**src/rtl/uart_tx_mmio_responder_if.sv**
```systemverilog
// CPU data-bus slave port for the UART transmitter: read/write strobes, byte lanes, address and data.
// Purely combinational signal bundle; no flow control beyond the strobes themselves.
interface uart_tx_mmio_responder_if;
    logic        wReadEnable;
    logic        wWriteEnable;
    logic [3:0]  wByteEnable;
    logic [63:0] wAddress;
    logic [63:0] wWriteData;
    logic [63:0] wReadData;

    modport master (
        output wReadEnable,
        output wWriteEnable,
        output wByteEnable,
        output wAddress,
        output wWriteData,
        input  wReadData
    );

    modport slave (
        input  wReadEnable,
        input  wWriteEnable,
        input  wByteEnable,
        input  wAddress,
        input  wWriteData,
        output wReadData
    );
endinterface

```
**src/rtl/uart_tx_mmio_responder.sv**
```systemverilog
// Memory-mapped 8N1 UART transmitter with a TX FIFO, STATUS and BAUDDIV registers.
// Latency: reads combinational; a TXDATA write into an idle, empty block drives the start bit one edge later.
// Backpressure: none on the bus; a push into a full FIFO is dropped and flagged in the sticky overflow bit.
module uart_tx_mmio_responder #(
    parameter logic [63:0] BASE_ADDR   = 64'h0000_0000_FF20_0000,
    parameter int          FIFO_DEPTH  = 8,
    parameter logic [15:0] DEFAULT_DIV = 16'd434
) (
    input  logic                            iCLK,
    input  logic                            iRST,
    uart_tx_mmio_responder_if.slave         bus,
    output logic                            oTX,
    output logic                            oBusy,
    output logic                            oIRQ
);

    localparam int PW = $clog2(FIFO_DEPTH);
    localparam int CW = PW + 1;

    localparam logic [1:0] S_IDLE  = 2'd0;
    localparam logic [1:0] S_START = 2'd1;
    localparam logic [1:0] S_DATA  = 2'd2;
    localparam logic [1:0] S_STOP  = 2'd3;

    localparam logic [1:0] OFF_TXDATA  = 2'd0;
    localparam logic [1:0] OFF_STATUS  = 2'd1;
    localparam logic [1:0] OFF_BAUDDIV = 2'd2;

    logic [1:0]    state;
    logic [7:0]    mem [FIFO_DEPTH];
    logic [PW-1:0] wr_ptr;
    logic [PW-1:0] rd_ptr;
    logic [CW-1:0] count;
    logic          overflow;
    logic          irqen;
    logic [15:0]   div;
    logic [15:0]   div_m1;
    logic [15:0]   baud_cnt;
    logic [2:0]    bit_idx;
    logic [7:0]    shift;

    logic          hit;
    logic [1:0]    offs;
    logic          wr_hit;
    logic          push_req;
    logic          push_ok;
    logic          pop;
    logic          empty;
    logic          full;
    logic          boundary;
    logic [7:0]    count_ext;
    logic [3:0]    count4;
    logic [63:0]   status_word;

    assign hit      = (bus.wAddress[63:5] == BASE_ADDR[63:5]);
    assign offs     = bus.wAddress[4:3];
    assign wr_hit   = bus.wWriteEnable && hit;
    assign push_req = wr_hit && (offs == OFF_TXDATA) && bus.wByteEnable[0];

    assign empty    = (count == '0);
    assign full     = (count == CW'(FIFO_DEPTH));
    assign pop      = (state == S_IDLE) && !empty;
    // The FSM pop frees a slot in the same cycle, so a push at full still fits.
    assign push_ok  = push_req && (!full || pop);

    // div of zero behaves as one; >= lets a shrunken divider end the bit on the next edge.
    assign div_m1   = (div == 16'd0) ? 16'd0 : (div - 16'd1);
    assign boundary = (baud_cnt >= div_m1);

    assign oBusy    = (state != S_IDLE) || !empty;
    assign oIRQ     = empty && (state == S_IDLE) && irqen;

    always_comb begin
        oTX = 1'b1;
        case (state)
            S_START: oTX = 1'b0;
            S_DATA:  oTX = shift[0];
            default: oTX = 1'b1;
        endcase
    end

    always_ff @(posedge iCLK) begin
        if (push_ok) begin
            mem[wr_ptr] <= bus.wWriteData[7:0];
        end
    end

    always_ff @(posedge iCLK or negedge iRST) begin
        if (!iRST) begin
            wr_ptr <= '0;
            rd_ptr <= '0;
            count  <= '0;
        end else begin
            if (push_ok) begin
                wr_ptr <= wr_ptr + PW'(1);
            end
            if (pop) begin
                rd_ptr <= rd_ptr + PW'(1);
            end
            case ({push_ok, pop})
                2'b10:   count <= count + CW'(1);
                2'b01:   count <= count - CW'(1);
                default: count <= count;
            endcase
        end
    end

    always_ff @(posedge iCLK or negedge iRST) begin
        if (!iRST) begin
            overflow <= 1'b0;
            irqen    <= 1'b0;
            div      <= DEFAULT_DIV;
        end else begin
            if (push_req && !push_ok) begin
                overflow <= 1'b1;
            end
            if (wr_hit && (offs == OFF_STATUS)) begin
                if (bus.wWriteData[3]) begin
                    overflow <= 1'b0;
                end
                irqen <= bus.wWriteData[4];
            end
            if (wr_hit && (offs == OFF_BAUDDIV)) begin
                div <= bus.wWriteData[15:0];
            end
        end
    end

    always_ff @(posedge iCLK or negedge iRST) begin
        if (!iRST) begin
            state    <= S_IDLE;
            baud_cnt <= '0;
            bit_idx  <= '0;
            shift    <= '0;
        end else begin
            case (state)
                S_IDLE: begin
                    if (pop) begin
                        shift    <= mem[rd_ptr];
                        baud_cnt <= '0;
                        bit_idx  <= '0;
                        state    <= S_START;
                    end
                end
                S_START: begin
                    if (boundary) begin
                        baud_cnt <= '0;
                        state    <= S_DATA;
                    end else begin
                        baud_cnt <= baud_cnt + 16'd1;
                    end
                end
                S_DATA: begin
                    if (boundary) begin
                        baud_cnt <= '0;
                        shift    <= {1'b0, shift[7:1]};
                        bit_idx  <= bit_idx + 3'd1;
                        if (bit_idx == 3'd7) begin
                            state <= S_STOP;
                        end
                    end else begin
                        baud_cnt <= baud_cnt + 16'd1;
                    end
                end
                default: begin
                    if (boundary) begin
                        baud_cnt <= '0;
                        state    <= S_IDLE;
                    end else begin
                        baud_cnt <= baud_cnt + 16'd1;
                    end
                end
            endcase
        end
    end

    assign count_ext   = {{(8-CW){1'b0}}, count};
    assign count4      = count_ext[3:0];
    assign status_word = {52'b0, count4, 3'b0, irqen, overflow, empty, full, oBusy};

    // Unselected reads return zero so several slaves can be OR-combined.
    always_comb begin
        bus.wReadData = '0;
        if (bus.wReadEnable && hit) begin
            case (offs)
                OFF_STATUS:  bus.wReadData = status_word;
                OFF_BAUDDIV: bus.wReadData = {48'b0, div};
                default:     bus.wReadData = '0;
            endcase
        end
    end

    logic unused_bits;
    assign unused_bits = &{1'b0, bus.wAddress[2:0], bus.wWriteData[63:16],
                           bus.wByteEnable[3:1], count_ext[7:4]};

endmodule

```
**src/flat_wrapper.sv**
```systemverilog
// flat-port wrapper written by rule: the top's interface ports become plain ports
module uart_tx_mmio_responder_flat 
#(
    parameter logic [63:0] BASE_ADDR   = 64'h0000_0000_FF20_0000,
    parameter int          FIFO_DEPTH  = 8,
    parameter logic [15:0] DEFAULT_DIV = 16'd434
)
  (iCLK, iRST, oTX, oBusy, oIRQ, bus_wReadEnable, bus_wWriteEnable, bus_wByteEnable, bus_wAddress, bus_wWriteData, bus_wReadData);
  uart_tx_mmio_responder_if bus_i ();
  input  logic iCLK;
  input  logic iRST;
  output logic oTX;
  output logic oBusy;
  output logic oIRQ;
  input wire logic [$bits(bus_i.wReadEnable)-1:0] bus_wReadEnable;
  input wire logic [$bits(bus_i.wWriteEnable)-1:0] bus_wWriteEnable;
  input wire logic [$bits(bus_i.wByteEnable)-1:0] bus_wByteEnable;
  input wire logic [$bits(bus_i.wAddress)-1:0] bus_wAddress;
  input wire logic [$bits(bus_i.wWriteData)-1:0] bus_wWriteData;
  output wire logic [$bits(bus_i.wReadData)-1:0] bus_wReadData;
  assign bus_i.wReadEnable = bus_wReadEnable;
  assign bus_i.wWriteEnable = bus_wWriteEnable;
  assign bus_i.wByteEnable = bus_wByteEnable;
  assign bus_i.wAddress = bus_wAddress;
  assign bus_i.wWriteData = bus_wWriteData;
  assign bus_wReadData = bus_i.wReadData;
  uart_tx_mmio_responder #(.BASE_ADDR(BASE_ADDR), .FIFO_DEPTH(FIFO_DEPTH), .DEFAULT_DIV(DEFAULT_DIV)) u_core (.iCLK(iCLK), .iRST(iRST), .bus(bus_i), .oTX(oTX), .oBusy(oBusy), .oIRQ(oIRQ));
endmodule
```
**config.mk**
```make
export PLATFORM = sky130hd
export DESIGN_NAME = uart_tx_mmio_responder_flat
export DESIGN_NICKNAME = d
export VERILOG_FILES = /design/src/rtl/uart_tx_mmio_responder_if.sv /design/src/rtl/uart_tx_mmio_responder.sv /design/src/flat_wrapper.sv
export SDC_FILE = /design/constraint.sdc
export NUM_CORES = 1
export LEC_CHECK = 0
export CORE_MARGIN = 2
export CORE_UTILIZATION = 52
export DETAILED_ROUTE_END_ITERATION = 6
export HOLD_SLACK_MARGIN = 0.12
export PLACE_DENSITY = 0.93
export SKIP_CTS_REPAIR_TIMING = 1
export SLEW_MARGIN = 20
export SYNTH_ARGS = -nofsm -noshare
export SYNTH_HDL_FRONTEND = slang
export SYNTH_SLANG_ARGS = --single-unit
```
**constraint.sdc**
```tcl
create_clock -name iCLK -period 8 [get_ports iCLK]
set_input_delay 0.8 -clock iCLK [delete_from_list [all_inputs] [get_ports iCLK]]
set_output_delay 0.8 -clock iCLK [all_outputs]
set_load 0.02 [all_outputs]
```
-- Word-level counts from Yosys, hierarchy flattened
Memory sizes are Yosys's and may differ from the RTL's.
Index checks and enable logic that the tools add are counted.
- bits in writable memories: 64
- bits in registers: 57
- memories: 1
- equal/unequal tests: 13
- mux-type cells: 25
- reductions and logical operators: 26
- add/sub/neg operators: 7
- order comparisons: 1
- memories (name ; words ; width ; rd ports ; clocked after memory_dff ; wr ports ; line ; RTL):
    u_core.mem ; 8 ; 8 ; 1 ; 0 ; 1 ; uart_tx_mmio_responder.sv:30 ; logic [7:0] mem [FIFO_DEPTH];
- operators with widths (operator ; count):
    2-to-1 mux 16 bit ; 4
    2-to-1 mux 64 bit ; 1
    equality test 59 x 27 -> 1 bit, second input constant ; 1
    one-hot mux 16 bit (2 select lines) ; 1
    adder 16 x 1 -> 16 bit, second input constant ; 1
    >= comparator 16 bit ; 1
    logical NOT 16 bit ; 1
    2-to-1 mux 8 bit ; 2
    one-hot mux 8 bit (2 select lines) ; 1
    subtractor 16 x 1 -> 16 bit, second input constant ; 1
    logical AND 1 bit ; 11
    2-to-1 mux 2 bit ; 5
    adder 3 x 1 -> 3 bit, second input constant ; 3
    != test 2 x 1 -> 1 bit, second input constant ; 4
    one-hot mux 4 bit (2 select lines) ; 1
    nonzero test 2 bit ; 4
    equality test 2 x 1 -> 1 bit, second input constant ; 3
    equality test 2 bit, second input constant ; 3
    2-to-1 mux 3 bit ; 2
    one-hot mux 2 bit (3 select lines) ; 1
    one-hot mux 3 bit (2 select lines) ; 1
    2-to-1 mux 1 bit ; 5
    AND reduction 5 bit ; 1
    adder 4 x 1 -> 4 bit, second input constant ; 1
    other kinds (9) ; 13

-- Logic depth before layout (Yosys ltp)
- depth after elaboration: 10
- mapped depth: 15
- depth with buffers taken out: 13

-- Worst setup path before layout
OpenSTA, ideal clock, no wires.
- kind: flip-flop to flip-flop
- start: reg u_core.div[11]
- end: reg u_core.shift[0]
- path slack: 4513 ps
- setup time: 125 ps
- stages on the path, launching flop included: 12
- arrival time: 3363 ps
- period minus slack after synthesis: 3487 ps
- buffers on the path: 0
- cells stage by stage: dfrtp_1 -> or4_1 -> nor4_1 -> nand4b_1 -> and2_1 -> ha_1 -> nand2b_1 -> a2111oi_0 -> o21a_1 -> o21ai_1 -> o21ai_2 -> mux2_2
- word-level cells in the longest chain between the ends: 5
- elaborated cells between the ends (all ways): 6
- those cells by class: 1 x add/sub; 1 x order compare; 1 x eq/ne; 1 x mux; 2 x reduce/logical
- ends and longest elaborated chain (what ; line ; RTL):
    start: declaration ; uart_tx_mmio_responder.sv:36 ; logic [15:0] div;
    start signal: assignment ; uart_tx_mmio_responder.sv:124 ; div <= bus.wWriteData[15:0];
    subtractor 16 x 1 -> 16 bit or logical NOT 16 bit (tied branches) ; uart_tx_mmio_responder.sv:67 ; assign div_m1 = (div == 16'd0) ? 16'd0 : (div - 16'd1);
    2-to-1 mux 16 bit (*) ; uart_tx_mmio_responder.sv:67 ;
    >= comparator 16 bit (*) ; uart_tx_mmio_responder.sv:68 ; assign boundary = (baud_cnt >= div_m1);
    != test 2 x 1 -> 1 bit (no source line) (*) ; -- ;
    AND reduction 3 bit (no source line) (*) ; -- ;
    end signal: assignment ; uart_tx_mmio_responder.sv:139 ; shift <= mem[rd_ptr];
    end signal: assignment ; uart_tx_mmio_responder.sv:156 ; shift <= {1'b0, shift[7:1]};
    end: declaration ; uart_tx_mmio_responder.sv:40 ; logic [7:0] shift;
Mark *: on every way between the ends. The rest lies on a longest branch, timed or not.
A chain may end at the register's enable or synchronous reset.

-- Worst setup path in the final report
- start: reg u_core.div[11]
- end: reg u_core.shift[2]
The elaborated chain is that of the path after synthesis.

==> results.json <==
{
  "status": "complete, no violations",
  "multi_input_area_um2": 3130,
  "hp-start": "u_core.shift[7]",
  "worstHoldPathCells": 1,
  "start_util": 0.539,
  "die_area_um2": 14100,
  "regArea_um2": 3360,
  "slew_headroom": 0.358,
  "final_cell_mix": "clkdlybuf4s50_1, edfxtp_1, nand2_1",
  "ys_types": 66,
  "rsz0062_at_grt": "no",
  "dp.cells": 838,
  "wire_per_inst_um": 18.7,
  "cts_sinks": 121,
  "power.leakage_uw": 0.00340,
  "routed_wl_um": 16300,
  "ys_seq_elements": 121,
  "setup_tns_ps": 0,
  "grt_max_degree": 58,
  "worst-setup-path-type": "flip-flop to flip-flop",
  "fin_nets": 854,
  "finalCritPeriodShare": 0.603,
  "die_x_um": 119,
  "root_buffer": "clkbuf_16",
  "maxCapViolCount": 0,
  "dr.pass1.iters": 5,
  "r2r_end": "u_core.shift[2]",
  "fillCellCount": 857,
  "finalSetupViolCount": 0,
  "yosysTopAreaCellShare": 0.280,
  "gp_congestion": 0.822,
  "crit_path_end_kind": "flip-flop",
  "synth.avg_cell_area_um2": 11.7,
  "slew_viol_final": 0,
  "ys_seq_area_frac": 0.490,
  "critPathMaxFanout": 16,
  "yosysWarnings": 0,
  "vias": 5112,
  "layout.cells.non_filler": 870,
  "drive_above_1_share": 0.139,
  "cts_max_path_buffers": 2,
  "reg2reg_depth": 11,
  "clkTransAtPathRegs_ps": 60,
  "cts_tree": "yes",
  "diodes": 0,
  "max_freq_mhz": 207,
  "grt_use_total": 0.238,
  "hold_viol_final": 0,
  "synth.area.top_cells": "edfxtp_1, dfrtp_1, ha_1",
  "numCtsBuffers": 17,
  "skew_ps": 7.44,
  "port_buffers": 100,
  "grt_pass1_vias": 5074,
  "ir_drop_v": 0.000170,
  "arrival_ps": 5140,
  "antenna_found_initial": 0,
  "syn_to_final_growth_pct": 22.2,
  "synth_flop_cell": "edfxtp_1",
  "layout_commonest_cell": "clkdlybuf4s50_1",
  "dp_worst_setup_slack_ps": 3280,
  "hold_ws_ps": 492,
  "overflow": 0,
  "r2r_start": "u_core.div[11]",
  "p_per_area_nw_per_um2": 178,
  "finalCriticalPeriod_ps": 4820,
  "viasPerCell": 5.88,
  "min_to": "u_core.shift[7]",
  "coreArea_um2": 12700,
  "async_flop_share": 0.471,
  "syn_area_um2": 6850,
  "clock_latency_ps": 440,
  "die_h_um": 119,
  "synth_area_leader_cell": "edfxtp_1",
  "tightest_slew_ps": 957,
  "drt_iter0_drc": 475,
  "drcViolationCount": 0,
  "io_pins": 203,
  "critPathLaunchType": "flip-flop",
  "synth_edf_count": 64,
  "cp.required_ps": 8320,
  "syn_inst": 586,
  "ant_nets": 0,
  "r2r_slack_ps": 3180,
  "layout_setup_ws_ps": 3180,
  "cts-htree-levels": 4,
  "place_hpwl_um": 11300,
  "rows": 41,
  "grt_pass1_wl_um": 26000,
  "hp-class": "flip-flop to flip-flop"
}
==> logic make-up (layout without fill, tap and decap cells) <==
logic type,count (synthesis),in the layout,share of synthesized area
adder cells (fa/ha/maj),32,32,0.0595
multiplexers,54,54,0.119
buffers and inverters,89,154,0.0794
AND/OR/NAND/NOR,179,179,0.143
AO/OA/AOI/OAI,91,91,0.0849
other,1,48,0.000547
XOR/XNOR,19,19,0.0243
flip-flops,121,121,0.490
==> worst max path at each step <==
stage / endpoint / cells after the start / from / slack (ps)
finish: u_core.shift[2] / 11 / u_core.div[11] / 3180
global route: u_core.shift[2] / 11 / u_core.div[10] / 2730
CTS: u_core.shift[0] / 11 / u_core.div[10] / 3280
detailed placement: u_core.shift[0] / 11 / u_core.div[10] / 3280
global placement: u_core.shift[3] / 11 / u_core.div[10] / 3570
floorplan: u_core.shift[0] / 11 / u_core.div[11] / 4510
==> state kept, by name, indices dropped and copies added (netlist names), 3 cells and up <==
name,count
u_core.shift,8
u_core.mem,64
u_core.rd_ptr,3
u_core.wr_ptr,3
u_core.baud_cnt,16
u_core.bit_idx,3
u_core.div,16
u_core.count,4
==> cell usage after synthesis (2+ instances only) <==
cell       n
nand3b_1   4
xnor2_1   11
nor3_1    11
and3_1    11
clkbuf_1  11
a22oi_1    8
dfstp_2    5
mux4_2    16
nand4_1    4
buf_2      6
nor4_2     4
ha_1      31
mux2_4    11
a22o_1     3
a21o_1     4
o21ai_0   22
o21a_1     4
mux2i_1   12
and4b_1    2
nand3_1   11
buf_4     48
and2_0     2
a211oi_1   4
nor2_1    31
a21oi_1   18
xor2_1     8
a31oi_1   14
o211ai_1   3
edfxtp_1  64
and2_1     3
or3_1      2
mux2_2    15
inv_1     19
nand2b_1  11
buf_6      3
or4_1      2
nand2_1   54
nor4_1    13
dfrtp_1   52
nand4b_1   3
==> cell type report <==
type                    instances  share of cell area
flip-flops and latches        121               0.401
inverters                      20             0.00897
clock buffers                  17              0.0508
repair buffers                103               0.122
clock inverters                14              0.0178
well taps                     172              0.0257
multi-input cells             423               0.374
==> critical path, stage by stage, from the launching register on <==
cell	delay (ps)
dfrtp_1	440
or4_1	620
nor4_1	350
nand4b_1	540
and2_1	390
ha_1	260
nand2b_1	140
a2111oi_0	510
o21a_1	230
o21ai_1	330
o21ai_2	510
mux2_2	390
==> metal layers <==
layer,routed length (um),global-route usage,vias to the layer above
met2,8590,0.424,310
met3,1310,0.0555,30
li1,-,-,2265
met5,0,0,-
met1,6050,0.277,2507
met4,309,0.0885,0
==> power breakdown <==
part	leakage [uW]	switching [uW]	internal [uW]
registers	0.00134	0	657
logic	0.00178	41.9	37.2
clock network	0.000274	295	457
==> through the flow <==
step                total power [uW]  area (um2)   util
finish                          1490        8370  0.658
global route                    1520        8370  0.658
CTS                             1490        8360  0.657
detailed placement               749        7780  0.612
global placement                 746        7780  0.612
floorplan                        713        7030      -
Note: power is estimated with default switching activity, not from simulation.
